File: src/rtl/io_supply_seq_ctrl.sv
// rtl/io_supply_seq_ctrl.sv - power-sequencing controller for one IO pad-ring supply segment
//
// Purpose:
//   Enables the VDDIO power switch, waits for VDDIO to ramp and settle, then
//   releases pad isolation. Power-down runs in reverse: clamp pads, open the
//   switch, wait for discharge. A ramp timeout (and, optionally, a brownout)
//   parks the segment in a sticky FAULT state.
//
// Optional feature:
//   IOSEQ_BROWNOUT_EN - when defined, a power-good input that stays low for two
//   consecutive cycles in SETTLE, ISO_REL or ON forces FAULT with code 2.
//
// Ports:
//   clk_i         always-on clock
//   rst_ni        asynchronous active-low reset
//   on_req_i      level request to power the segment
//   off_req_i     level request to power down (wins over on_req_i)
//   vdd_pgood_i   core VDD power-good (already synchronised)
//   vddio_pgood_i VDDIO power-good (already synchronised)
//   fault_clr_i   pulse, clears the sticky fault (only honoured in FAULT with on_req_i low)
//   io_en_o       VDDIO power-switch enable
//   iso_n_o       pad isolation release (0 = pads clamped)
//   ready_o       segment up, pads usable
//   fault_o       sticky fault flag
//   fault_code_o  0 none, 1 ramp timeout, 2 brownout
//   state_o       current state encoding (debug)

module io_supply_seq_ctrl #(
  parameter int CNT_W     = 16,
  parameter int T_RAMP_TO = 1000,
  parameter int T_SETTLE  = 64,
  parameter int T_ISO     = 8,
  parameter int T_DISCH   = 256
) (
  input  logic       clk_i,
  input  logic       rst_ni,
  input  logic       on_req_i,
  input  logic       off_req_i,
  input  logic       vdd_pgood_i,
  input  logic       vddio_pgood_i,
  input  logic       fault_clr_i,
  output logic       io_en_o,
  output logic       iso_n_o,
  output logic       ready_o,
  output logic       fault_o,
  output logic [1:0] fault_code_o,
  output logic [2:0] state_o
);

  typedef enum logic [2:0] {
    ST_OFF     = 3'd0,
    ST_RAMP    = 3'd1,
    ST_SETTLE  = 3'd2,
    ST_ISO_REL = 3'd3,
    ST_ON      = 3'd4,
    ST_ISO_SET = 3'd5,
    ST_DISCH   = 3'd6,
    ST_FAULT   = 3'd7
  } state_e;

  localparam logic [1:0] CODE_NONE     = 2'd0;
  localparam logic [1:0] CODE_RAMP_TO  = 2'd1;
  localparam logic [1:0] CODE_BROWNOUT = 2'd2;

  // Timed states exit on the last count so each one lasts exactly T cycles.
  localparam logic [CNT_W-1:0] RAMP_LAST   = CNT_W'(T_RAMP_TO - 1);
  localparam logic [CNT_W-1:0] SETTLE_LAST = CNT_W'(T_SETTLE - 1);
  localparam logic [CNT_W-1:0] ISO_LAST    = CNT_W'(T_ISO - 1);
  localparam logic [CNT_W-1:0] DISCH_LAST  = CNT_W'(T_DISCH - 1);

  state_e           state_q, state_d;
  logic [CNT_W-1:0] cnt_q, cnt_d;
  logic [1:0]       fault_code_q, fault_code_d;
  logic             io_en_q, io_en_d;
  logic             iso_n_q, iso_n_d;
  logic             ready_q, ready_d;
  logic             fault_q, fault_d;
  logic             bo_trip;

`ifdef IOSEQ_BROWNOUT_EN
  // bad_q remembers that a supply was low last cycle while being monitored,
  // so a single-cycle glitch never trips; two in a row do.
  logic pg_low;
  logic mon_st;
  logic bad_q, bad_d;

  assign pg_low  = !vdd_pgood_i || !vddio_pgood_i;
  assign mon_st  = (state_q == ST_SETTLE) || (state_q == ST_ISO_REL) || (state_q == ST_ON);
  assign bad_d   = mon_st && pg_low;
  assign bo_trip = bad_d && bad_q;

  always_ff @(posedge clk_i or negedge rst_ni) begin
    if (!rst_ni) begin
      bad_q <= 1'b0;
    end else begin
      bad_q <= bad_d;
    end
  end
`else
  // Without brownout monitoring, supplies are only looked at in OFF and RAMP.
  assign bo_trip = 1'b0;
`endif

  // Next-state logic. off_req_i is checked before any forward progress so a
  // simultaneous on/off request always behaves as an off request.
  always_comb begin
    state_d      = state_q;
    fault_code_d = fault_code_q;
    case (state_q)
      ST_OFF: begin
        if (!off_req_i && on_req_i && vdd_pgood_i) begin
          state_d = ST_RAMP;
        end
      end
      ST_RAMP: begin
        if (off_req_i) begin
          state_d = ST_DISCH;
        end else if (vddio_pgood_i) begin
          state_d = ST_SETTLE;
        end else if (cnt_q == RAMP_LAST) begin
          state_d      = ST_FAULT;
          fault_code_d = CODE_RAMP_TO;
        end
      end
      ST_SETTLE: begin
        if (bo_trip) begin
          state_d      = ST_FAULT;
          fault_code_d = CODE_BROWNOUT;
        end else if (off_req_i) begin
          // Pads were never released, so skip straight to discharge.
          state_d = ST_DISCH;
        end else if (cnt_q == SETTLE_LAST) begin
          state_d = ST_ISO_REL;
        end
      end
      ST_ISO_REL: begin
        if (bo_trip) begin
          state_d      = ST_FAULT;
          fault_code_d = CODE_BROWNOUT;
        end else if (off_req_i) begin
          state_d = ST_ISO_SET;
        end else if (cnt_q == ISO_LAST) begin
          state_d = ST_ON;
        end
      end
      ST_ON: begin
        if (bo_trip) begin
          state_d      = ST_FAULT;
          fault_code_d = CODE_BROWNOUT;
        end else if (off_req_i) begin
          state_d = ST_ISO_SET;
        end
      end
      ST_ISO_SET: begin
        if (cnt_q == ISO_LAST) begin
          state_d = ST_DISCH;
        end
      end
      ST_DISCH: begin
        if (cnt_q == DISCH_LAST) begin
          state_d = ST_OFF;
        end
      end
      ST_FAULT: begin
        // Require on_req_i low so a clear cannot immediately re-power the segment.
        if (fault_clr_i && !on_req_i) begin
          state_d      = ST_OFF;
          fault_code_d = CODE_NONE;
        end
      end
      default: begin
        state_d      = ST_OFF;
        fault_code_d = CODE_NONE;
      end
    endcase
  end

  // Counter restarts on every state change and free-runs otherwise; only the
  // timed states look at it.
  always_comb begin
    cnt_d = cnt_q + CNT_W'(1);
    if (state_d != state_q) begin
      cnt_d = '0;
    end
  end

  // Outputs are decoded from the next state and registered, so they move in
  // the same cycle the state register does.
  always_comb begin
    io_en_d = (state_d == ST_RAMP)    || (state_d == ST_SETTLE) ||
              (state_d == ST_ISO_REL) || (state_d == ST_ON)     ||
              (state_d == ST_ISO_SET);
    iso_n_d = (state_d == ST_ISO_REL) || (state_d == ST_ON);
    ready_d = (state_d == ST_ON);
    fault_d = (state_d == ST_FAULT);
  end

  always_ff @(posedge clk_i or negedge rst_ni) begin
    if (!rst_ni) begin
      state_q      <= ST_OFF;
      cnt_q        <= '0;
      fault_code_q <= CODE_NONE;
      io_en_q      <= 1'b0;
      iso_n_q      <= 1'b0;
      ready_q      <= 1'b0;
      fault_q      <= 1'b0;
    end else begin
      state_q      <= state_d;
      cnt_q        <= cnt_d;
      fault_code_q <= fault_code_d;
      io_en_q      <= io_en_d;
      iso_n_q      <= iso_n_d;
      ready_q      <= ready_d;
      fault_q      <= fault_d;
    end
  end

  assign io_en_o      = io_en_q;
  assign iso_n_o      = iso_n_q;
  assign ready_o      = ready_q;
  assign fault_o      = fault_q;
  assign fault_code_o = fault_code_q;
  assign state_o      = state_q;

endmodule

File: config.mk
export PLATFORM = sky130hd
export DESIGN_NAME = io_supply_seq_ctrl
export DESIGN_NICKNAME = d
export VERILOG_FILES = /design/src/rtl/io_supply_seq_ctrl.sv
export SDC_FILE = /design/constraint.sdc
export NUM_CORES = 1
export LEC_CHECK = 0
export ABC_AREA = 1
export ABC_CLOCK_PERIOD_IN_PS = 2500
export BUFFER_PORTS_ARGS = -buffer_cell sky130_fd_sc_hd__buf_2
export CAP_MARGIN = 20
export CORE_UTILIZATION = 41
export DETAILED_ROUTE_END_ITERATION = 10
export GPL_ROUTABILITY_DRIVEN = 0
export PLACE_DENSITY = 0.7
export SLEW_MARGIN = 15
export SYNTH_ARGS = -nofsm -noshare
export SYNTH_HDL_FRONTEND = slang
export SYNTH_SLANG_ARGS = --single-unit
File: constraint.sdc
create_clock -name clk_i -period 2.5 [get_ports clk_i]
set_input_delay 0.5 -clock clk_i [delete_from_list [all_inputs] [get_ports clk_i]]
set_output_delay 0.5 -clock clk_i [all_outputs]
set_load 0.1 [all_outputs]
==> summary.md <==
| Metric | Value |
|---|---|
| Power Dens Cells | 1110 nW/µm² |
| Worst VDD drop | 0.565 mV |
| Initial DRC count | 65 |
| Root Driver | clkbuf_8 |
| Worst EP required | 2.68 ns |
| First-pass GRT wire length | 5340 µm |
| Gr usage total | 16.7% |
| Starting density of the core | 42.6% |
| Final hold violations | 0 |
| # nets final | 214 |
| Fraction of layout cells with a size suffix above 1 | 21.6% |
| Worst path bufs/invs | 0 |
| Area delta synth->final | 9.23% |
| Critical Path End Type | flop |
| Post-synthesis mux area share | 0% |
| Syn_nets | 197 |
| Die Footprint | 4050 µm² |
| Post-DP HPWL | 2190 µm |
| I/O Buffers | 14 |
| Top cell by count, worst path | nand2_1 |
| Distinct cells, synth | 29 |
| Simple-gate share of the synthesized area | 40.1% |
| Vias in the first global route | 1177 |
| Synth Area in Compound Gates | 6.50% |
| CP delay by family, top | simple AND/OR/NAND/NOR gates |
| Finished Cell Area | 1700 µm² |
| Worst relative slew slack | 65.7% |
| Min Clock Period, post-route | 2.15 ns |
| Final setup violation count | 0 |
| # IOs | 16 |
| Chip Width | 63.7 µm |
| Initial antenna violation count | 0 |
| Max-cap viol count | 0 |
| Cells after Synth | 189 |
| Vias after detailed routing | 1225 |
| Number of synthesized register bits | 24 |
| CTS max path bufs | 2 |
| Post_cts resized | 0 |
| Core ar. | 3660 µm² |
| DRC | 0 |
| Clk pin slew, worst setup/hold paths | 0.08 ns |
| Unrepaired setup endpoints after global routing | no |
| Skew-Pair Late Insertion Delay | 0.26 ns |
| ANT nets after route | 0 |
| Slew Limit Fails | 0 |
| Highest-delay cell along the critical path | dfrtp_1 |
| Drt first pass iters | 4 |
| Sequential share of the synthesized area | 38.5% |
| Tcrit/Tclk final | 86.1% |
| Htree depth | 1 |
| Critical path startpoint category | flop |
| Post-Synthesis Cell Area | 1560 µm² |
| Commonest non-fill, non-tap cell in the layout | nand2_1 |
| Fillers | 378 |
| # diodes | 0 |
| Row count | 22 |
| CP max stage delay | 0.37 ns |
| Final setup skew | 0.00446 ns |
| Synth top area share | 38.5% |
| Worst Tran Pin Value | 0.515 ns |
| WL/cell | 11.3 µm |
| CP Cell Sequence | ha_1 -> nand3_1 -> nor2_1 -> nand2_1 -> nand2_1 -> nand4_1 -> nand2_1 -> nand2_1 -> nand2_2 -> nand3_4 -> nor2_1 |
| TritonCTS clock tree | built |
| Reg2reg end | cnt_q[3] |
| Final core utilization | 46.5% |
| DR vias/cell | 4.86 |
| Setup TNS Final | 0 ns |
| Critical path arrival | 2.33 ns |
| Largest net degree at the start of global routing | 25 |
| Min-delay worst type | in -> async |
| R2R Setup Slk | 0.35 ns |
| Largest area contributor in the netlist | dfrtp_1 |
| Reg2Reg Depth | 11 |
| Cts hold-fix bufs | 0 |
| Warnings, synthesis | 0 |
| Largest cells by area after synthesis | dfrtp_1 39%, nor2_4 8.7%, nand2_1 8.4%, nor2_1 7.0%, nand3_1 5.1% |
| # clock sinks | 24 |
| Post-synthesis adder-cell area fraction | 0.803% |
| Largest family of logic cells by synthesized area | simple AND/OR/NAND/NOR gates |
| P_leak | 0.000783 µW |
| Worst-path maximum fanout | 16 |
| Syn Area/Cell | 8.25 µm² |
| R2r startpoint | cnt_q[0] |
| Grt ovf | 0 |
| Most frequent cells in the layout | 35 x nand2_1, 29 x nor2_1, 24 x dfrtp_1 |
| Crit Path Class | reg -> reg |
| Die height | 63.7 µm |
| Final wirelength | 2840 µm |
| Cts bufs inserted | 3 |
| Status | completed |
| Number of buffers added for setup after CTS | 0 |
| Max Fclk | 0.465 GHz |
| Post-synthesis xor/xnor area fraction | 6.74% |
| Placed inst area | 1660 µm² |
==> final cells by class <==
cell class / instances / area, µm² / share of cell area, %
clock buffer: 3 / 41.3 / 2.42
inverter: 22 / 82.6 / 4.85
multi-input combinational: 141 / 848 / 49.8
sequential: 24 / 601 / 35.3
tap: 48 / 60.1 / 3.53
timing repair buffer: 14 / 70.1 / 4.11
==> metal layers <==
metal | up-vias | global-route usage (%) | part of all wire (%)
li1 | 635 | - | -
met1 | 570 | 24.1 | 52
met2 | 18 | 25.5 | 45
met3 | 2 | 2.17 | 2.3
met4 | 0 | 5.11 | 0.92
met5 | - | 0 | 0
==> metrics by stage <==
stage	setup slack, ns	hold WS (ns)	power [µW]	cells
CTS	0.335	0.227	1900	252
global placement	0.389	0.444	1670	249
finish	0.348	0.199	1890	252
floorplan	0.142	0.204	1570	189
detailed placement	0.360	0.452	1680	249
global route	0.0913	0.252	2030	252
==> cell families (layout without fill, tap and decap cells) <==
group	count (synthesis)	after routing
fa+ha+maj	1	1
other cells	1	1
xor+xnor	12	12
buf+inv	24	39
compound gates	14	14
simple gates	113	113
flops	24	24
==> registers in the layout, summed over array words and instances, names as in the netlist <==
register / cells
state_o: 3
ready_o: 1
fault_code_o: 1
io_en_o: 1
cnt_q: 16
fault_o: 1
iso_n_o: 1
==> power by group <==
group          leakage (µW)  internal, µW  switching, µW  total, µW
registers          0.000324           457           63.3        520
clock network     0.0000216           107            115        222
logic              0.000438           241            904       1150
total              0.000783           805           1080       1890
==> synthesized netlist by cell type (all sizes together) <==
cell / instances
dfrtp: 24
nor2: 43
xor2: 9
nand2: 40
a21boi: 1
o32a: 1
nand3: 19
conb: 1
nor3: 5
nand4: 6
buf: 2
xnor2: 3
o21bai: 2
a31o: 1
ha: 1
a21oi: 4
inv: 22
o21ai: 5
==> worst max path at each step <==
stage / from / to / slack [ns] / depth (start not counted)
global placement: cnt_q[0] / cnt_q[0] / 0.39 / 11
CTS: cnt_q[0] / cnt_q[3] / 0.34 / 11
finish: cnt_q[0] / cnt_q[3] / 0.35 / 11
detailed placement: cnt_q[0] / cnt_q[3] / 0.36 / 11
global route: cnt_q[0] / cnt_q[4] / 0.09 / 11
floorplan: state_o[1] / cnt_q[9] / 0.14 / 11
No activity file was read; power rests on OpenSTA's default activity.
